File: config.mk
export PLATFORM = sky130hd
export DESIGN_NAME = set_host
export DESIGN_NICKNAME = d
export VERILOG_FILES = /design/src/rtl/set_host_pkg.sv /design/src/rtl/set_job_fifo.sv /design/src/rtl/set_host.sv
export SDC_FILE = /design/constraint.sdc
export NUM_CORES = 1
export LEC_CHECK = 0
export BUFFER_PORTS_ARGS = -buffer_cell sky130_fd_sc_hd__buf_2
export CAP_MARGIN = 5
export CORE_MARGIN = 3
export CORE_UTILIZATION = 55
export CTS_CLUSTER_SIZE = 30
export DETAILED_ROUTE_END_ITERATION = 16
export GPL_ROUTABILITY_DRIVEN = 0
export PLACE_DENSITY = 0.79
export REMOVE_ABC_BUFFERS = 1
export SETUP_SLACK_MARGIN = 0.5
export SLEW_MARGIN = 0
export SYNTH_ARGS = -nofsm -noshare
export SYNTH_HDL_FRONTEND = slang
export SYNTH_HIERARCHICAL = 1
export SYNTH_SLANG_ARGS = --single-unit
File: constraint.sdc
create_clock -name clk -period 4.85 [get_ports clk]
set_clock_uncertainty 0.2 [all_clocks]
set_input_delay 0.2425 -clock clk [delete_from_list [all_inputs] [get_ports clk]]
set_output_delay 0.2425 -clock clk [all_outputs]
set_load 0.02 [all_outputs]
File: src/rtl/set_host_pkg.sv
// -----------------------------------------------------------------------------
// set_host_pkg
// Shared definitions for the SET host controller and its job queue.
//   state_t      : host sequencing states
//   job_t        : one queued job, {central[15:0], radius[7:0]}
//   TIMEOUT_CODE : candidate value reported when the engine never answers
// -----------------------------------------------------------------------------
package set_host_pkg;

   typedef enum logic [2:0] {
      IDLE,
      ISSUE,
      WAIT,
      DONE,
      GAP_WAIT
   } state_t;

   typedef struct packed {
      logic [15:0] central;
      logic [7:0]  radius;
   } job_t;

   localparam logic [7:0] TIMEOUT_CODE = 8'hFF;

endpackage

File: src/rtl/set_job_fifo.sv
// -----------------------------------------------------------------------------
// set_job_fifo
// Circular job buffer of FIFO_DEPTH entries (power of two). The head entry is
// presented combinationally on pop_data so the host can latch it on the same
// edge that pops it.
// Ports:
//   clk, rst_n  : clock, asynchronous active-low reset (pointers/count only)
//   push        : write push_data when not full (ignored when full)
//   push_data   : job record to enqueue
//   pop         : drop head entry when not empty
//   pop_data    : current head entry
//   full, empty : occupancy flags
// -----------------------------------------------------------------------------
module set_job_fifo
   import set_host_pkg::*;
#(
   parameter int FIFO_DEPTH = 4
) (
   input  logic clk,
   input  logic rst_n,
   input  logic push,
   input  job_t push_data,
   input  logic pop,
   output job_t pop_data,
   output logic full,
   output logic empty
);

   localparam int AW = (FIFO_DEPTH > 1) ? $clog2(FIFO_DEPTH) : 1;

   job_t          mem [FIFO_DEPTH];
   logic [AW-1:0] wr_ptr;
   logic [AW-1:0] rd_ptr;
   logic [AW:0]   count;
   logic          do_push;
   logic          do_pop;

   assign full     = (count == (AW+1)'(FIFO_DEPTH));
   assign empty    = (count == '0);
   assign do_push  = push && !full;
   assign do_pop   = pop && !empty;
   assign pop_data = mem[rd_ptr];

   // Depth is a power of two, so pointers wrap naturally at their width.
   always_ff @(posedge clk or negedge rst_n) begin
      if (!rst_n) begin
         wr_ptr <= '0;
         rd_ptr <= '0;
         count  <= '0;
      end else begin
         if (do_push) wr_ptr <= wr_ptr + 1'b1;
         if (do_pop)  rd_ptr <= rd_ptr + 1'b1;
         case ({do_push, do_pop})
            2'b10:   count <= count + 1'b1;
            2'b01:   count <= count - 1'b1;
            default: count <= count;
         endcase
      end
   end

   // Storage carries no reset; validity is tracked by the pointers.
   always_ff @(posedge clk) begin
      if (do_push) mem[wr_ptr] <= push_data;
   end

endmodule

File: src/rtl/set_host.sv
// -----------------------------------------------------------------------------
// set_host
// Queues SET jobs, issues them one at a time to the SET engine, waits for the
// engine's answer (or aborts after TIMEOUT cycles) and holds the result for a
// downstream valid/ready handshake.
// Ports:
//   clk, rst_n                 : clock, asynchronous active-low reset
//   job_valid/job_ready        : upstream job handshake
//   job_central, job_radius    : job payload
//   set_en                     : one-cycle engine start pulse
//   set_central, set_radius    : payload of the job in flight (held)
//   set_busy, set_valid        : engine status / result strobe
//   set_candidate              : engine result
//   res_valid/res_ready        : downstream result handshake
//   res_candidate, res_err     : result value, timeout flag
//   jobs_done                  : completed-result counter (wraps)
// -----------------------------------------------------------------------------
module set_host
   import set_host_pkg::*;
#(
   parameter int FIFO_DEPTH = 4,
   parameter int TIMEOUT    = 64,
   parameter int GAP        = 1
) (
   input  logic        clk,
   input  logic        rst_n,
   input  logic        job_valid,
   output logic        job_ready,
   input  logic [15:0] job_central,
   input  logic [7:0]  job_radius,
   output logic        set_en,
   output logic [15:0] set_central,
   output logic [7:0]  set_radius,
   input  logic        set_busy,
   input  logic        set_valid,
   input  logic [7:0]  set_candidate,
   output logic        res_valid,
   input  logic        res_ready,
   output logic [7:0]  res_candidate,
   output logic        res_err,
   output logic [15:0] jobs_done
);

   localparam int TW       = $clog2(TIMEOUT + 1);
   localparam int GW       = (GAP > 1) ? $clog2(GAP + 1) : 1;
   localparam int TO_LAST  = (TIMEOUT > 0) ? TIMEOUT - 1 : 0;
   localparam int GAP_LAST = (GAP > 0) ? GAP - 1 : 0;

   state_t        state;
   state_t        next_state;
   job_t          head_job;
   job_t          issue_job;
   logic          fifo_full;
   logic          fifo_empty;
   logic          pop;
   logic [TW-1:0] tcnt;
   logic [GW-1:0] gcnt;
   logic          wait_exit;

   set_job_fifo #(
      .FIFO_DEPTH (FIFO_DEPTH)
   ) u_fifo (
      .clk       (clk),
      .rst_n     (rst_n),
      .push      (job_valid),
      .push_data ({job_central, job_radius}),
      .pop       (pop),
      .pop_data  (head_job),
      .full      (fifo_full),
      .empty     (fifo_empty)
   );

   assign job_ready   = !fifo_full;
   assign set_central = issue_job.central;
   assign set_radius  = issue_job.radius;

   always_comb begin
      next_state = state;
      pop        = 1'b0;
      set_en     = 1'b0;
      wait_exit  = 1'b0;
      case (state)
         IDLE: begin
            // A pending result blocks the next issue (downstream backpressure).
            if (!fifo_empty && !res_valid && !set_busy) begin
               next_state = ISSUE;
               pop        = 1'b1;
            end
         end
         ISSUE: begin
            set_en     = 1'b1;
            next_state = WAIT;
         end
         WAIT: begin
            // A valid arriving on the last allowed cycle wins over the abort.
            if (set_valid || (tcnt == TW'(TO_LAST))) begin
               wait_exit  = 1'b1;
               next_state = DONE;
            end
         end
         DONE: begin
            next_state = GAP_WAIT;
         end
         GAP_WAIT: begin
            if (gcnt >= GW'(GAP_LAST)) next_state = IDLE;
         end
         default: begin
            next_state = IDLE;
         end
      endcase
   end

   always_ff @(posedge clk or negedge rst_n) begin
      if (!rst_n) begin
         state         <= IDLE;
         issue_job     <= '0;
         tcnt          <= '0;
         gcnt          <= '0;
         res_valid     <= 1'b0;
         res_candidate <= '0;
         res_err       <= 1'b0;
         jobs_done     <= '0;
      end else begin
         state <= next_state;

         // Issue register stays put until the next job is popped, which
         // keeps the engine inputs stable through WAIT and DONE.
         if (pop) issue_job <= head_job;

         if (state == WAIT) tcnt <= tcnt + 1'b1;
         else               tcnt <= '0;

         if (state == GAP_WAIT) gcnt <= gcnt + 1'b1;
         else                   gcnt <= '0;

         // res_valid is low throughout WAIT, so loading here is invisible
         // downstream until DONE raises res_valid.
         if (wait_exit) begin
            res_candidate <= set_valid ? set_candidate : TIMEOUT_CODE;
            res_err       <= !set_valid;
         end

         if (state == DONE) begin
            res_valid <= 1'b1;
            jobs_done <= jobs_done + 1'b1;
         end else if (res_valid && res_ready) begin
            res_valid <= 1'b0;
         end
      end
   end

endmodule

==> flow_metrics.env <==
export IMPL_required_ps=4990
export IMPL_arrival_ps=3170
export IMPL_powerDensity_nw_per_um2=619
export IMPL_ys_types=37
export IMPL_synth_top_area_share_pct=45.6
export IMPL_p_leak_nw=3.21
export IMPL_firstDrtPassIters=4
export IMPL_fin_nets=527
export IMPL_synth_flop_cell="edfxtp_1"
export IMPL_cts_root_buf="clkbuf_16"
export IMPL_yosysSeqAreaShare_pct=72.2
export IMPL_drtAntennaViolNets=0
export IMPL_ctsHoldBuffers=35
export IMPL_n_antenna_cell=0
export IMPL_status="complete, no violations"
export IMPL_crit_buf_inv=2
export IMPL_synth_area_um2=6320
export IMPL_clock_path_buffers=2
export IMPL_critPathTopFamily="simple AND/OR/NAND/NOR gates"
export IMPL_start_kind="flop"
export IMPL_switching_share_pct=29.8
export IMPL_cts_buffers_inserted=17
export IMPL_finalHoldViolCount=0
export IMPL_grtUsageTotal_pct=20.2
export IMPL_ys_top_cells_by_count="edfxtp_1, dfrtp_1, mux2_2"
export IMPL_grt_pass1_vias=3760
export IMPL_hpwl_um=7070
export IMPL_die_w_um=113
export IMPL_clkSinkCount=163
export IMPL_start_util_pct=57.3
export IMPL_synth_seq_cells=163
export IMPL_num_rows=38
export IMPL_finalSetupViolations=0
export IMPL_cts_tree="yes"
export IMPL_antenna_found_initial=0
export IMPL_min_path_type="in -> reg"
export IMPL_htreeDepth=4
export IMPL_tightest_slew_ps=858
export IMPL_synth_cells=341
export IMPL_internal_power_mw=3.43
export IMPL_relSlewSlack_pct=42.8
export IMPL_slowest_delay_ps=470
export IMPL_fillCellCount=676
export IMPL_synthArstFlopShare_pct=41.1
export IMPL_drv_slew=0
export IMPL_place_area_um2=6890
export IMPL_core_um2=11000
export IMPL_vias=3459
export IMPL_max_cap_viol_count=0
export IMPL_routed_wl_um=11800
export IMPL_hold_path_cell_count=3
export IMPL_final_area_um2=7910
export IMPL_drt_iter0_drc=171
export IMPL_pin_count=90
export IMPL_crit_path_end_kind="flop"
export IMPL_synth_most_common_cell="edfxtp_1"
export IMPL_p_comb_share_pct=26.7
export IMPL_seq_power_share_pct=43.1
export IMPL_rsz0062_at_grt="no"
export IMPL_drive_gt1_share_pct=36.4
export IMPL_grt_max_degree=68
export IMPL_max_freq_ghz=0.330
export IMPL_die_area_um2=12800
export IMPL_clk_pin_slew_ps=60
export IMPL_fp_dieH_um=113
export IMPL_grt_pass1_wl_um=19300
export IMPL_ir_drop_v=0.000351
export IMPL_critical_path_slowest_cell="nand2_2"
export IMPL_total_power_mw=4.90
export IMPL_synth_warnings=6
export IMPL_vias_per_cell=5.46
export IMPL_crit_chain="nor3_1 -> nor4_1 -> nand2_2 -> inv_1 -> o31a_1 -> ha_1 -> inv_1 -> fa_1 -> xor2_1 -> nor2_1 -> xor2_1"
export IMPL_place_ws_ps=1800
export IMPL_setup_ws_ps=1820
export IMPL_synth_edf_count=96
export IMPL_synthToLayoutAreaGrowth_pct=25.2
export IMPL_netSwitchingPower_mw=1.46
export IMPL_post_cts_buffers=0
export IMPL_port_buffers=89
export IMPL_pwr_share_clk_pct=30.2
export IMPL_period_share_pct=62.5
export IMPL_r2r_cells=11
export IMPL_path_class="reg -> reg"
export IMPL_post_route_min_period_ps=3030
export IMPL_clk_insertion_delay_late_ps=420
export IMPL_wl_per_cell_um=18.6
export IMPL_crit_path_max_fanout=25
export IMPL_grt_ovfl_total=0
export IMPL_synth_largest_area_cell="edfxtp_1"
export IMPL_cts_resized=0
export IMPL_crit_cells=11
export IMPL_synth_area_leaders="edfxtp_1, dfrtp_1, mux4_2"
export IMPL_syn_area_per_cell_um2=18.5
export IMPL_finalSetupTns_ps=0
export IMPL_drc=0
[layer usage]
layer | GRT usage (%) | wire length, µm
met3 | 6.36 | 717
met5 | 0 | 0
met2 | 35.7 | 6310
met1 | 23.2 | 4600
met4 | 7.45 | 178
[power groups by stage]
stage	clock [mW]	combinational (mW)	sequential, mW
6_report	1.48	1.31	2.11
2_1_floorplan	0	0.693	2.28
3_3_place_gp	0	1.26	2.11
5_1_grt	1.56	1.42	2.16
4_1_cts	1.50	1.33	2.11
3_5_place_dp	0	1.30	2.13
[path summary, 6_finish.rpt]
check | startpoint | end | slack [ps]
max | u_fifo/count[0] | u_fifo/count[2] | 1820
min | job_valid | u_fifo/wr_ptr[0] | 100
max reg2reg | u_fifo/count[0] | u_fifo/count[2] | 1820
min reg2reg | jobs_done[15] | jobs_done[15] | 270
max in group asynchronous | rst_n | u_fifo/rd_ptr[0] | 3490
min in group asynchronous | rst_n | res_candidate[0] | 360
[worst min-delay path, cell delays in order]
cell     delay, ps
buf_2          100
nor2b_2        190
xnor2_1        130
[cell type report]
| cell class | count | area, µm² | share of cell area, % |
|---|---|---|---|
| multi-input combinational | 159 | 1630 | 20.6 |
| tap | 140 | 175 | 2.21 |
| inverter | 10 | 37.5 | 0.475 |
| timing repair buffer | 130 | 841 | 10.6 |
| clock buffer | 20 | 467 | 5.90 |
| sequential | 163 | 4560 | 57.7 |
| clock inverter | 12 | 203 | 2.56 |
[logic make-up after synthesis]
group,count (synthesis),synth area share (%)
AO/OA/AOI/OAI,17,2.00
multiplexers,50,13.5
adder cells (fa/ha/maj),8,1.70
flip-flops,163,72.2
XOR/XNOR,24,3.33
AND/OR/NAND/NOR,60,5.19
buffers and inverters,19,2.08
[stage by stage]
step / utilization (%) / cells / hold slack, ps
after global routing: 71.7 / 634 / 103
final: 71.7 / 634 / 101
after CTS: 71.7 / 634 / 86.2
after global placement: 62.5 / 567 / 246
after detailed placement: 62.5 / 567 / 250
after floorplan: - / 332 / -253
[placed cells by master, fill, tap and decap left out, drive strengths merged, types with 2 or more instances in the layout]
| cell | netlist | routed |
|---|---|---|
| a21oi | 3 | 3 |
| and2 | 5 | 5 |
| buf | 9 | 95 |
| bufinv | 0 | 5 |
| clkbuf | 0 | 20 |
| clkinv | 0 | 3 |
| clkinvlp | 0 | 4 |
| dfrtp | 67 | 67 |
| dlygate4sd3 | 0 | 35 |
| edfxtp | 96 | 96 |
| ha | 7 | 7 |
| inv | 10 | 10 |
| mux2 | 25 | 25 |
| mux4 | 24 | 24 |
| nand2 | 15 | 15 |
| nand3 | 10 | 10 |
| nand4 | 3 | 3 |
| nor2 | 10 | 10 |
| nor3 | 5 | 5 |
| nor3b | 2 | 2 |
| nor4 | 2 | 2 |
| o21a | 3 | 3 |
| o21ai | 2 | 2 |
| o22a | 8 | 8 |
| or2 | 2 | 2 |
| or3 | 2 | 2 |
| xnor2 | 14 | 14 |
| xor2 | 10 | 10 |
[state kept, by name (all words and copies together), names as in the netlist, 2 cells and up]
signal / flops
u_fifo/mem: 96
jobs_done: 16
set_central: 16
res_candidate: 8
set_radius: 8
tcnt: 7
state: 3
u_fifo/count: 3
u_fifo/rd_ptr: 2
u_fifo/wr_ptr: 2
(Power assumes the default switching activity.)
